File: src/rtl/lsu_pkg.sv
// lsu_pkg: widths, issue-queue entry type and wakeup tag match shared across the LSU
// Contents: PREG_W/ROB_W/LSQ_W/WB_PORTS widths, iq_entry_t, wb_hit() tag compare
package lsu_pkg;
  localparam int PREG_W = 7;
  localparam int ROB_W = 3;
  localparam int LSQ_W = 2;
  localparam int WB_PORTS = 2;
  typedef struct packed {
    logic valid;
    logic is_store;
    logic [PREG_W-1:0] rs1_preg;
    logic rs1_rdy;
    logic [PREG_W-1:0] rs2_preg;
    logic rs2_rdy;
    logic [31:0] imm;
    logic [ROB_W-1:0] rob_idx;
    logic [LSQ_W-1:0] lsq_idx;
  } iq_entry_t;
  function automatic logic wb_hit(input logic [PREG_W-1:0] tag, input logic [WB_PORTS-1:0] v,
                                  input logic [WB_PORTS*PREG_W-1:0] p);
    wb_hit = 1'b0;
    for (int k = 0; k < WB_PORTS; k++)
      if (v[k] && p[k*PREG_W +: PREG_W] == tag) wb_hit = 1'b1;
  endfunction
endpackage

File: src/rtl/lsu_iq_age_matrix.sv
// lsu_iq_age_matrix: relative-age tracking and oldest-request pick for the issue queue
// Ports: clk/rst (async active-low), alloc (one-hot entry written this cycle),
//        live (entries still valid after this cycle, excluding alloc), free (entries leaving),
//        req (ready entries), blk (entries that block younger ones),
//        grant (one-hot oldest req), older_blk (entry has an older blk entry)
module lsu_iq_age_matrix #(
  parameter int DEPTH = 4
) (
  input  logic             clk,
  input  logic             rst,
  input  logic [DEPTH-1:0] alloc,
  input  logic [DEPTH-1:0] live,
  input  logic [DEPTH-1:0] free,
  input  logic [DEPTH-1:0] req,
  input  logic [DEPTH-1:0] blk,
  output logic [DEPTH-1:0] grant,
  output logic [DEPTH-1:0] older_blk
);
  // older_q[i][j] = 1 means entry j is older than entry i
  logic [DEPTH-1:0][DEPTH-1:0] older_q, older_d;
  always_comb begin
    grant = '0;
    older_blk = '0;
    for (int i = 0; i < DEPTH; i++) begin
      grant[i] = req[i] & ~|(older_q[i] & req);
      older_blk[i] = |(older_q[i] & blk);
    end
  end
  // a new entry is younger than every survivor; a leaving entry stops being older than anyone
  always_comb begin
    older_d = older_q;
    for (int i = 0; i < DEPTH; i++)
      older_d[i] = alloc[i] ? live : (older_q[i] & ~free);
  end
  always_ff @(posedge clk or negedge rst)
    if (!rst) older_q <= '0;
    else older_q <= older_d;
endmodule

File: src/rtl/lsu_issue_queue.sv
// lsu_issue_queue: memory-op reservation station; wakes ops on writeback, issues oldest ready
// Ports: clk, rst (async active-low); dispatch dc_* (valid/ready handshake);
//        wakeup wb_valid/wb_preg; issue iss_* (valid/ready handshake);
//        mispredict + flush_mask kill by ROB slot; occupancy = valid entry count
// Option: LSU_IQ_STORE_ORDER_EN keeps stores in program order (loads unaffected)
module lsu_issue_queue
  import lsu_pkg::*;
#(
  parameter int DEPTH = 4
) (
  input  logic                       clk,
  input  logic                       rst,
  input  logic                       dc_valid,
  output logic                       dc_ready,
  input  logic                       dc_is_store,
  input  logic [PREG_W-1:0]          dc_rs1_preg,
  input  logic                       dc_rs1_rdy,
  input  logic [PREG_W-1:0]          dc_rs2_preg,
  input  logic                       dc_rs2_rdy,
  input  logic [31:0]                dc_imm,
  input  logic [ROB_W-1:0]           dc_rob_idx,
  input  logic [LSQ_W-1:0]           dc_lsq_idx,
  input  logic [WB_PORTS-1:0]        wb_valid,
  input  logic [WB_PORTS*PREG_W-1:0] wb_preg,
  output logic                       iss_valid,
  input  logic                       iss_ready,
  output logic                       iss_is_store,
  output logic [PREG_W-1:0]          iss_rs1_preg,
  output logic [PREG_W-1:0]          iss_rs2_preg,
  output logic [31:0]                iss_imm,
  output logic [ROB_W-1:0]           iss_rob_idx,
  output logic [LSQ_W-1:0]           iss_lsq_idx,
  input  logic                       mispredict,
  input  logic [2**ROB_W-1:0]        flush_mask,
  output logic [$clog2(DEPTH):0]     occupancy
);
  localparam int OCC_W = $clog2(DEPTH) + 1;
  iq_entry_t [DEPTH-1:0] ent_q, ent_d;
  iq_entry_t sel, new_ent;
  logic [OCC_W-1:0] occ_q, occ_d, free_cnt;
  logic [DEPTH-1:0] valid, flushed, blk, ready, grant, older_blk, free, live, alloc;
  logic fire, disp;
  always_comb begin
    valid = '0;
    flushed = '0;
    for (int i = 0; i < DEPTH; i++) begin
      valid[i] = ent_q[i].valid;
      flushed[i] = mispredict & ent_q[i].valid & flush_mask[ent_q[i].rob_idx];
    end
  end
  always_comb begin
    blk = '0;
`ifdef LSU_IQ_STORE_ORDER_EN
    for (int i = 0; i < DEPTH; i++) blk[i] = ent_q[i].valid & ent_q[i].is_store;
`endif
  end
  always_comb begin
    ready = '0;
    for (int i = 0; i < DEPTH; i++)
      ready[i] = valid[i] & ent_q[i].rs1_rdy & ent_q[i].rs2_rdy & ~(ent_q[i].is_store & older_blk[i]);
  end
  lsu_iq_age_matrix #(.DEPTH(DEPTH)) u_age (
    .clk(clk),
    .rst(rst),
    .alloc(alloc),
    .live(live),
    .free(free),
    .req(ready),
    .blk(blk),
    .grant(grant),
    .older_blk(older_blk)
  );
  always_comb begin
    sel = '0;
    for (int i = 0; i < DEPTH; i++) if (grant[i]) sel = ent_q[i];
    iss_valid = sel.valid & sel.rs1_rdy & sel.rs2_rdy & ~mispredict;
    fire = iss_valid & iss_ready;
    free = flushed | (fire ? grant : '0);
    live = valid & ~free;
    disp = dc_valid & dc_ready & ~mispredict;
    alloc = '0;
    for (int i = DEPTH - 1; i >= 0; i--)
      if (!valid[i]) begin
        alloc = '0;
        alloc[i] = disp;
      end
    // dispatching op sees this cycle's wakeups; loads have no second operand
    new_ent = '{valid: 1'b1, is_store: dc_is_store,
                rs1_preg: dc_rs1_preg, rs1_rdy: dc_rs1_rdy | wb_hit(dc_rs1_preg, wb_valid, wb_preg),
                rs2_preg: dc_rs2_preg,
                rs2_rdy: ~dc_is_store | dc_rs2_rdy | wb_hit(dc_rs2_preg, wb_valid, wb_preg),
                imm: dc_imm, rob_idx: dc_rob_idx, lsq_idx: dc_lsq_idx};
    ent_d = ent_q;
    free_cnt = '0;
    for (int i = 0; i < DEPTH; i++) begin
      ent_d[i].rs1_rdy = ent_q[i].rs1_rdy | wb_hit(ent_q[i].rs1_preg, wb_valid, wb_preg);
      ent_d[i].rs2_rdy = ent_q[i].rs2_rdy | wb_hit(ent_q[i].rs2_preg, wb_valid, wb_preg);
      if (free[i]) ent_d[i].valid = 1'b0;
      if (alloc[i]) ent_d[i] = new_ent;
      free_cnt = free_cnt + OCC_W'(free[i]);
    end
    occ_d = occ_q + OCC_W'(disp) - free_cnt;
  end
  always_ff @(posedge clk or negedge rst)
    if (!rst) begin
      ent_q <= '0;
      occ_q <= '0;
    end else begin
      ent_q <= ent_d;
      occ_q <= occ_d;
    end
  assign dc_ready = occ_q < OCC_W'(DEPTH);
  assign occupancy = occ_q;
  assign iss_is_store = sel.is_store;
  assign iss_rs1_preg = sel.rs1_preg;
  assign iss_rs2_preg = sel.rs2_preg;
  assign iss_imm = sel.imm;
  assign iss_rob_idx = sel.rob_idx;
  assign iss_lsq_idx = sel.lsq_idx;
endmodule

File: config.mk
export PLATFORM = sky130hd
export DESIGN_NAME = lsu_issue_queue
export DESIGN_NICKNAME = d
export VERILOG_FILES = /design/src/rtl/lsu_pkg.sv /design/src/rtl/lsu_iq_age_matrix.sv /design/src/rtl/lsu_issue_queue.sv
export SDC_FILE = /design/constraint.sdc
export NUM_CORES = 1
export LEC_CHECK = 0
export CAP_MARGIN = 20
export CELL_PAD_IN_SITES_DETAIL_PLACEMENT = 0
export CELL_PAD_IN_SITES_GLOBAL_PLACEMENT = 2
export CORE_MARGIN = 2
export CORE_UTILIZATION = 37
export CTS_BUF_LIST = sky130_fd_sc_hd__clkbuf_8
export DETAILED_ROUTE_END_ITERATION = 8
export GPL_TIMING_DRIVEN = 1
export PLACE_DENSITY_LB_ADDON = 0.1
export RECOVER_POWER = 100
export SETUP_SLACK_MARGIN = 0.5
export SYNTH_ARGS = -nofsm -noshare
export SYNTH_HDL_FRONTEND = slang
export SYNTH_HIERARCHICAL = 1
export SYNTH_SLANG_ARGS = --single-unit
File: constraint.sdc
create_clock -name clk -period 4.56 [get_ports clk]
set_input_delay 0.912 -clock clk [delete_from_list [all_inputs] [get_ports clk]]
set_output_delay 0.912 -clock clk [all_outputs]
set_load 0.02 [all_outputs]
Word level (Yosys, flattened, before mapping)
Index checks and enable logic that the tools add are counted.
Storage, ports and cells
  register bits after elaboration: 239
  input port bits: 83
  output and inout bits: 57
Cells by class
  add/subtract/negate cells: 5
  magnitude comparators: 5
  eq/ne operators: 20
  mux-type cells: 49
  bitwise gates (word level): 50
  reduce and logical (&&, ||, !) cells: 32
Operators by type and width (number)
  2-to-1 mux 55 bit: 8
  equality test 7 bit: 20
  bitwise AND 4 bit: 9
  2-to-1 mux 4 bit: 9
  2-to-1 mux 1 bit: 28
  bitwise AND 1 bit: 26
  logical AND 1 bit: 20
  less-than comparator 3 x 4 -> 1 bit (second input constant): 4
  OR reduction 4 bit: 4
  binary-select mux 1 bit (select 3 bit): 4
  bitwise OR 1 bit: 11
  nonzero test 2 bit: 4
  adder 3 x 1 -> 3 bit: 2
  logical NOT 1 bit: 4
  NOT 4 bit: 1
  bitwise OR 4 bit: 1
  adder 2 x 1 -> 3 bit: 1
  less-than comparator 3 bit (second input constant): 1
  subtractor 3 bit: 1
  adder 1 x 1 -> 2 bit: 1
  NOT 1 bit: 2

Longest topological paths before layout
  depth after elaboration: 20
  gate-level depth with buffers: 18

By module
The synthesis kept the hierarchy.
Modules (own cells, without submodules)
  lsu_issue_queue: instances 1, cells an instance 1269, area each 11945.2 µm², seq. area each 5580.4 µm²
  lsu_iq_age_matrix: instances 1, cells an instance 81, area each 783.3 µm², seq. area each 400.4 µm²

Worst setup path before layout
No wires, ideal clock.
  path type: reg-to-reg
  start: register ent_q[54] (netlist name)
  end: register occ_q[2], in the netlist occupancy[2]
  setup time: 0.125 ns
  arrival time: 3.726 ns
  slack: 0.709 ns
  cell stages (with the launch flop): 19
  buffers on the path: 3
  cells stage by stage: dfrtp_1 -> clkbuf_1 -> nand3_1 -> a21oi_1 -> a22oi_1 -> and4b_1 -> clkbuf_1 -> nor2b_1 -> clkbuf_1 -> nor2b_1 -> o41a_1 -> nand3_1 -> o21ai_0 -> fa_1 -> inv_1 -> ha_1 -> fa_1 -> xnor2_1 -> xnor2_1
On the way
  elaborated cells on any way between the ends: 34
RTL lines
  from (decl): line lsu_issue_queue.sv:38  | iq_entry_t [DEPTH-1:0] ent_q, ent_d;
  from (signal assigned): line lsu_issue_queue.sv:109  | ent_q <= ent_d;
  bitwise AND 1 bit (*) (2 in a row): line lsu_issue_queue.sv:60  | ready[i] = valid[i] & ent_q[i].rs1_rdy & ent_q[i].rs2_rdy & ~(ent_q[i].is_store & older_blk[i]);
  via ready[0]: line lsu_issue_queue.sv:41  | logic [DEPTH-1:0] valid, flushed, blk, ready, grant, older_blk, free, live, alloc;
  bitwise AND 4 bit (*): line lsu_iq_age_matrix.sv:25  | grant[i] = req[i] & ~|(older_q[i] & req);
  OR reduction 4 bit (*): line lsu_iq_age_matrix.sv:25
  logical NOT 1 bit (*): line lsu_iq_age_matrix.sv:25
  bitwise AND 1 bit (*): line lsu_iq_age_matrix.sv:25
  via grant[1]: line lsu_issue_queue.sv:41
  2-to-1 mux 55 bit (3 in a row): line lsu_issue_queue.sv:75  | for (int i = 0; i < DEPTH; i++) if (grant[i]) sel = ent_q[i];
  [... 4 more ...]
  2-to-1 mux 4 bit (*): line lsu_issue_queue.sv:78  | free = flushed | (fire ? grant : '0);
  bitwise OR 4 bit (*): line lsu_issue_queue.sv:78
  via free[1]: line lsu_issue_queue.sv:41
  adder 1 x 1 -> 2 bit (*): line lsu_issue_queue.sv:100  | free_cnt = free_cnt + OCC_W'(free[i]);
  adder 2 x 1 -> 3 bit (*): line lsu_issue_queue.sv:100
  adder 3 x 1 -> 3 bit (*): line lsu_issue_queue.sv:100
  subtractor 3 bit (*): line lsu_issue_queue.sv:102  | occ_d = occ_q + OCC_W'(disp) - free_cnt;
  via occ_d[2]: line lsu_issue_queue.sv:40  | logic [OCC_W-1:0] occ_q, occ_d, free_cnt;
  to (signal assigned): line lsu_issue_queue.sv:107  | occ_q <= '0;
  to (signal assigned): line lsu_issue_queue.sv:110  | occ_q <= occ_d;
  to (decl): line lsu_issue_queue.sv:40
The timed path passes the listed nets; every way through them passes the cells marked *.
A chain may end at the register's enable or synchronous reset.

Final worst setup path
  start: register ent_q[147] (netlist name)
  end: output iss_valid
On the way
  elaborated cells on any way between the ends: 24
RTL lines
  bitwise AND 1 bit (*): line lsu_issue_queue.sv:60
  via ready[2]: line lsu_issue_queue.sv:41
  bitwise AND 4 bit (*): line lsu_iq_age_matrix.sv:25
  OR reduction 4 bit (*): line lsu_iq_age_matrix.sv:25
  logical NOT 1 bit (*): line lsu_iq_age_matrix.sv:25
  bitwise AND 1 bit (*): line lsu_iq_age_matrix.sv:25
  via grant[3]: line lsu_issue_queue.sv:41
  2-to-1 mux 55 bit (*): line lsu_issue_queue.sv:75
  bitwise AND 1 bit: line lsu_issue_queue.sv:76  | iss_valid = sel.valid & sel.rs1_rdy & sel.rs2_rdy & ~mispredict;
  bitwise AND 1 bit (*) (2 in a row): line lsu_issue_queue.sv:76
  to (decl): line lsu_issue_queue.sv:25  | output logic iss_valid,
Marks and branches as above.

==> key figures <==
Run status
  • Status: finished, violations left
  • Violated checks: max-capacitance violations, max-slew violations

Critical path
  • Worst path cell trace: nand3_1 > a21oi_1 > a22oi_1 > and4b_4 > buf_4 > a22oi_1 > o41a_1 > nor2b_1 > clkdlybuf4s25_1
  • Max incr delay on CP: 0.44 ns
  • Critical path endpoint: iss_valid
  • RR Endpoint: occupancy[2]
  • CP Class: flip-flop to output port
  • Most Frequent Cell on Critical Path: a22oi_1
  • Slowest-stage cell, CP: dfrtp_1
  • Worst Setup End Kind: output port
  • Worst r2r path cells: 14
  • Kind of start point of the critical path: flip-flop
  • Critical path data required time: about 3.7 ns
  • CP Buf/Inv Count: 2
  • Critical path launch point: ent_q[147]
  • CP arrival: 3.26 ns
  • Reg-to-reg startpoint: ent_q[147]
  • R2r setup slk: a little under 0.5 ns
  • CP top delay family: compound AO/OA/AOI/OAI gates
  • Worst Path Max Fanout: 4
  • Crit path depth: 9

Detailed routing
  • Via/cell ratio: 5.21
  • Post-DR wirelength/cell: slightly above 20 um
  • Drt initial violations: 686
  • WL met3: 2.13 mm
  • Top sig layer: met4
  • Remaining DRCs: 0
  • Routed wire length: 40.8 mm
  • Detail Route Antenna Nets: 0
  • WL met2: 18.8 mm
  • Drt first pass iters: 5
  • M1 WL: 18.9 mm
  • Via count: 10300

Cells and area
  • Layout net count: 1588
  • Multi-input logic area: ~6400 um2
  • P&R area growth vs syn: 21.2%
  • Layout fillers: 3384
  • Storage cell area: 5980 um2
  • Fraction of layout cells with a size suffix above 1: 0.156

Synthesis
  • Netlist Area Pre-Place: between 10000 and 15000 um2
  • Synth warn: 6
  • Distinct cells, synth: 40
  • Post-synthesis register bit count: 239
  • Syn Inst Count: 1350
  • Seq/Total Area, Yosys: 0.470
  • Synth Area per Inst: roughly 9.4 um2

Clock network
  • H-tree levels: 2
  • Largest buffer count on any clock path: 3
  • Clock Sinks: between 200 and 250
  • TritonCTS buffer count: 45
  • CTS Hold Buffers Added: 0
  • Clock transition at path regs: 0.06 ns
  • Worst skew pair latency: 0.57 ns
  • CTS tree: done
  • CTS root buffer: clkbuf_8

STA
  • Worst slew pin tran: 2.24 ns
  • Setup TNS Final: 0 ns
  • Clock Skews: 0.0134 ns
  • Final Hold Viols: 0
  • Min Clock Period, post-route: approximately 4.2 ns
  • Worst rel slew slack: -0.496
  • Final Hold Slack: 0.471 ns
  • Achievable Freq: 240 MHz
  • Crit share post-route: 0.914
  • RSZ-0062 raised after global routing: true
  • Fin. max-slew vios: approximately 150
  • Final setup viols: 0

Pwr
  • Max rail drop VDD: roughly 0.00023 V
  • Power density cells: around 530 nW/um2
  • Static leakage: 0.00679 uW

Global route
  • Total grt overflow: 0
  • GRT Overall Usage: 0.228
  • Pin count of the biggest net entering global routing: 90
  • Antenna violations before repair: 3
  • Vias in the first global route: 10300
  • First-pass GRT wire length: 62.8 mm

Place
  • Final HPWL DP: ~25 mm
  • IO buf count: around 140
  • Gpl congestion: 0.826

Floorplan
  • Chip width: 189 um
  • Die Area: between 30000 and 40000 um2
  • I/O pins: 140
  • Die height: 189 um
  • Core footprint: roughly 34000 um2
  • Starting Density: 0.378
  • # rows: 67

Flow run
  • MaxCap Viol Count: 3

Hold path
  • Hold Crit Class: flip-flop to flip-flop
-- registers in the layout, indices dropped and copies added (netlist names) --
signal,cells
ent_q,220
u_age/older_q,16
occupancy,3
-- metal layers --
layer | up-vias | global-route usage
met1 | 5079 | 0.316
met5 | - | 0
met2 | 288 | 0.367
met4 | 0 | 0.0680
met3 | 70 | 0.0397
li1 | 4864 | -
-- power breakdown --
| part | internal [uW] | leakage, uW | switching (uW) |
|---|---|---|---|
| clock | 1310 | 0.000536 | 931 |
| sequential | 2740 | 0.00309 | 542 |
| combinational | 1250 | 0.00316 | 1350 |
| total | 5300 | 0.00679 | 2830 |
-- kinds of logic after synthesis --
logic type / after synthesis / share of synthesized area
and+or+nand+nor: 548 / 0.181
DFF: 239 / 0.470
AOI/OAI and AO/OA: 201 / 0.0989
xor gates and xnor gates: 143 / 0.0984
muxes: 116 / 0.110
buffers and inverters: 97 / 0.0349
adders and majority gates: 5 / 0.00668
other: 1 / 0.000295
-- synthesized netlist by cell type --
cell type,instances,area share
nand3_1,9,0.0035
nor4_1,8,0.0039
buf_4,5,0.0029
a221oi_1,8,0.0055
o31ai_1,8,0.0047
nand2b_1,9,0.0044
and4b_1,4,0.0031
or2_2,2,0.00098
and3_1,4,0.0020
a22o_1,7,0.0048
nand2_1,385,0.11
conb_1,1,0.00029
buf_1,1,0.00029
a41oi_1,4,0.0028
inv_2,1,0.00029
nor2b_1,15,0.0074
ha_1,2,0.0020
a21oi_1,55,0.022
dfrtp_1,239,0.47
o21ai_0,57,0.022
or3_1,1,0.00049
nor3b_4,1,0.0015
o41a_1,1,0.00088
inv_1,7,0.0021
nand4_1,33,0.016
buf_2,31,0.012
nor2_1,70,0.021
fa_1,3,0.0047
mux2_2,108,0.096
and4_1,1,0.00069
mux4_2,8,0.014
a22oi_1,59,0.035
and2_1,2,0.00098
xnor2_1,119,0.082
xor2_1,24,0.017
nor3_1,3,0.0012
a31o_2,2,0.0014
clkbuf_1,49,0.014
buf_6,3,0.0027
nor4b_1,1,0.00069
-- worst min path at each step --
stage / startpoint / end / slack [ns] / cells after the start
6_report: ent_q[181] / ent_q[181] / 0.47 / 2
4_1_cts: rst / u_age/older_q[6] / 0.35 / 1
3_5_place_dp: ent_q[184] / ent_q[184] / 0.46 / 2
3_3_place_gp: ent_q[132] / ent_q[132] / 0.46 / 2
2_1_floorplan: ent_q[110] / ent_q[110] / 0.45 / 2
5_1_grt: ent_q[166] / ent_q[166] / 0.49 / 2
-- cells in the final DEF (no fill, tap or decap), drive strengths merged, types with 4 or more instances in the layout --
master / n
a21oi: 55
a221oi: 8
a22o: 7
a22oi: 59
a41oi: 4
and3: 4
and4b: 5
buf: 26
clkbuf: 111
clkdlybuf4s50: 80
clkinv: 4
conb: 16
dfrtp: 239
dlygate4sd2: 9
dlygate4sd3: 5
inv: 19
mux2: 108
mux4: 8
nand2: 385
nand2b: 9
nand3: 9
nand4: 33
nor2: 70
nor2b: 15
nor4: 8
o21ai: 57
o31ai: 8
xnor2: 119
xor2: 24
-- worst reg2reg max path, cell delays in order (launching register included) --
cell      delay [ns]
dfrtp_1         0.44
nand3_1         0.14
a21oi_1         0.33
a22oi_1         0.21
and4b_4         0.27
clkbuf_1        0.13
o41a_1          0.45
nand3_1         0.14
o21ai_0         0.28
fa_1            0.63
inv_1           0.05
ha_1            0.20
fa_1            0.42
xnor2_1         0.19
xnor2_1         0.13
-- layout make-up --
class | instances | area share
Antenna cell | 2 | 0.000324
Clock buffer | 58 | 0.0517
Clock inverter | 18 | 0.0109
Inverter | 8 | 0.00195
Multi-Input combinational cell | 1030 | 0.415
Sequential cell | 239 | 0.388
Tap cell | 448 | 0.0363
Timing Repair Buffer | 176 | 0.0958
-- through the flow --
stage,area (um2),utilization,power [uW],worst slack [ns],cells
finish,15400,0.458,8130,0.390,1979
global route,15400,0.458,8640,0.213,1978
CTS,15700,0.465,8330,0.289,1975
detailed placement,14700,0.435,6090,0.367,1894
global placement,14700,0.435,6040,0.431,1894
floorplan,12800,-,4970,0.709,1365
-- timing repair --
item,in CTS,in global routing
hold endpoints to repair,0,0
resized for setup,65,119
gates cloned,2,0
buffers inserted,3,2
endpoints found under the setup margin,53,51
pin swaps,1,0
(Power assumes the default switching activity.)
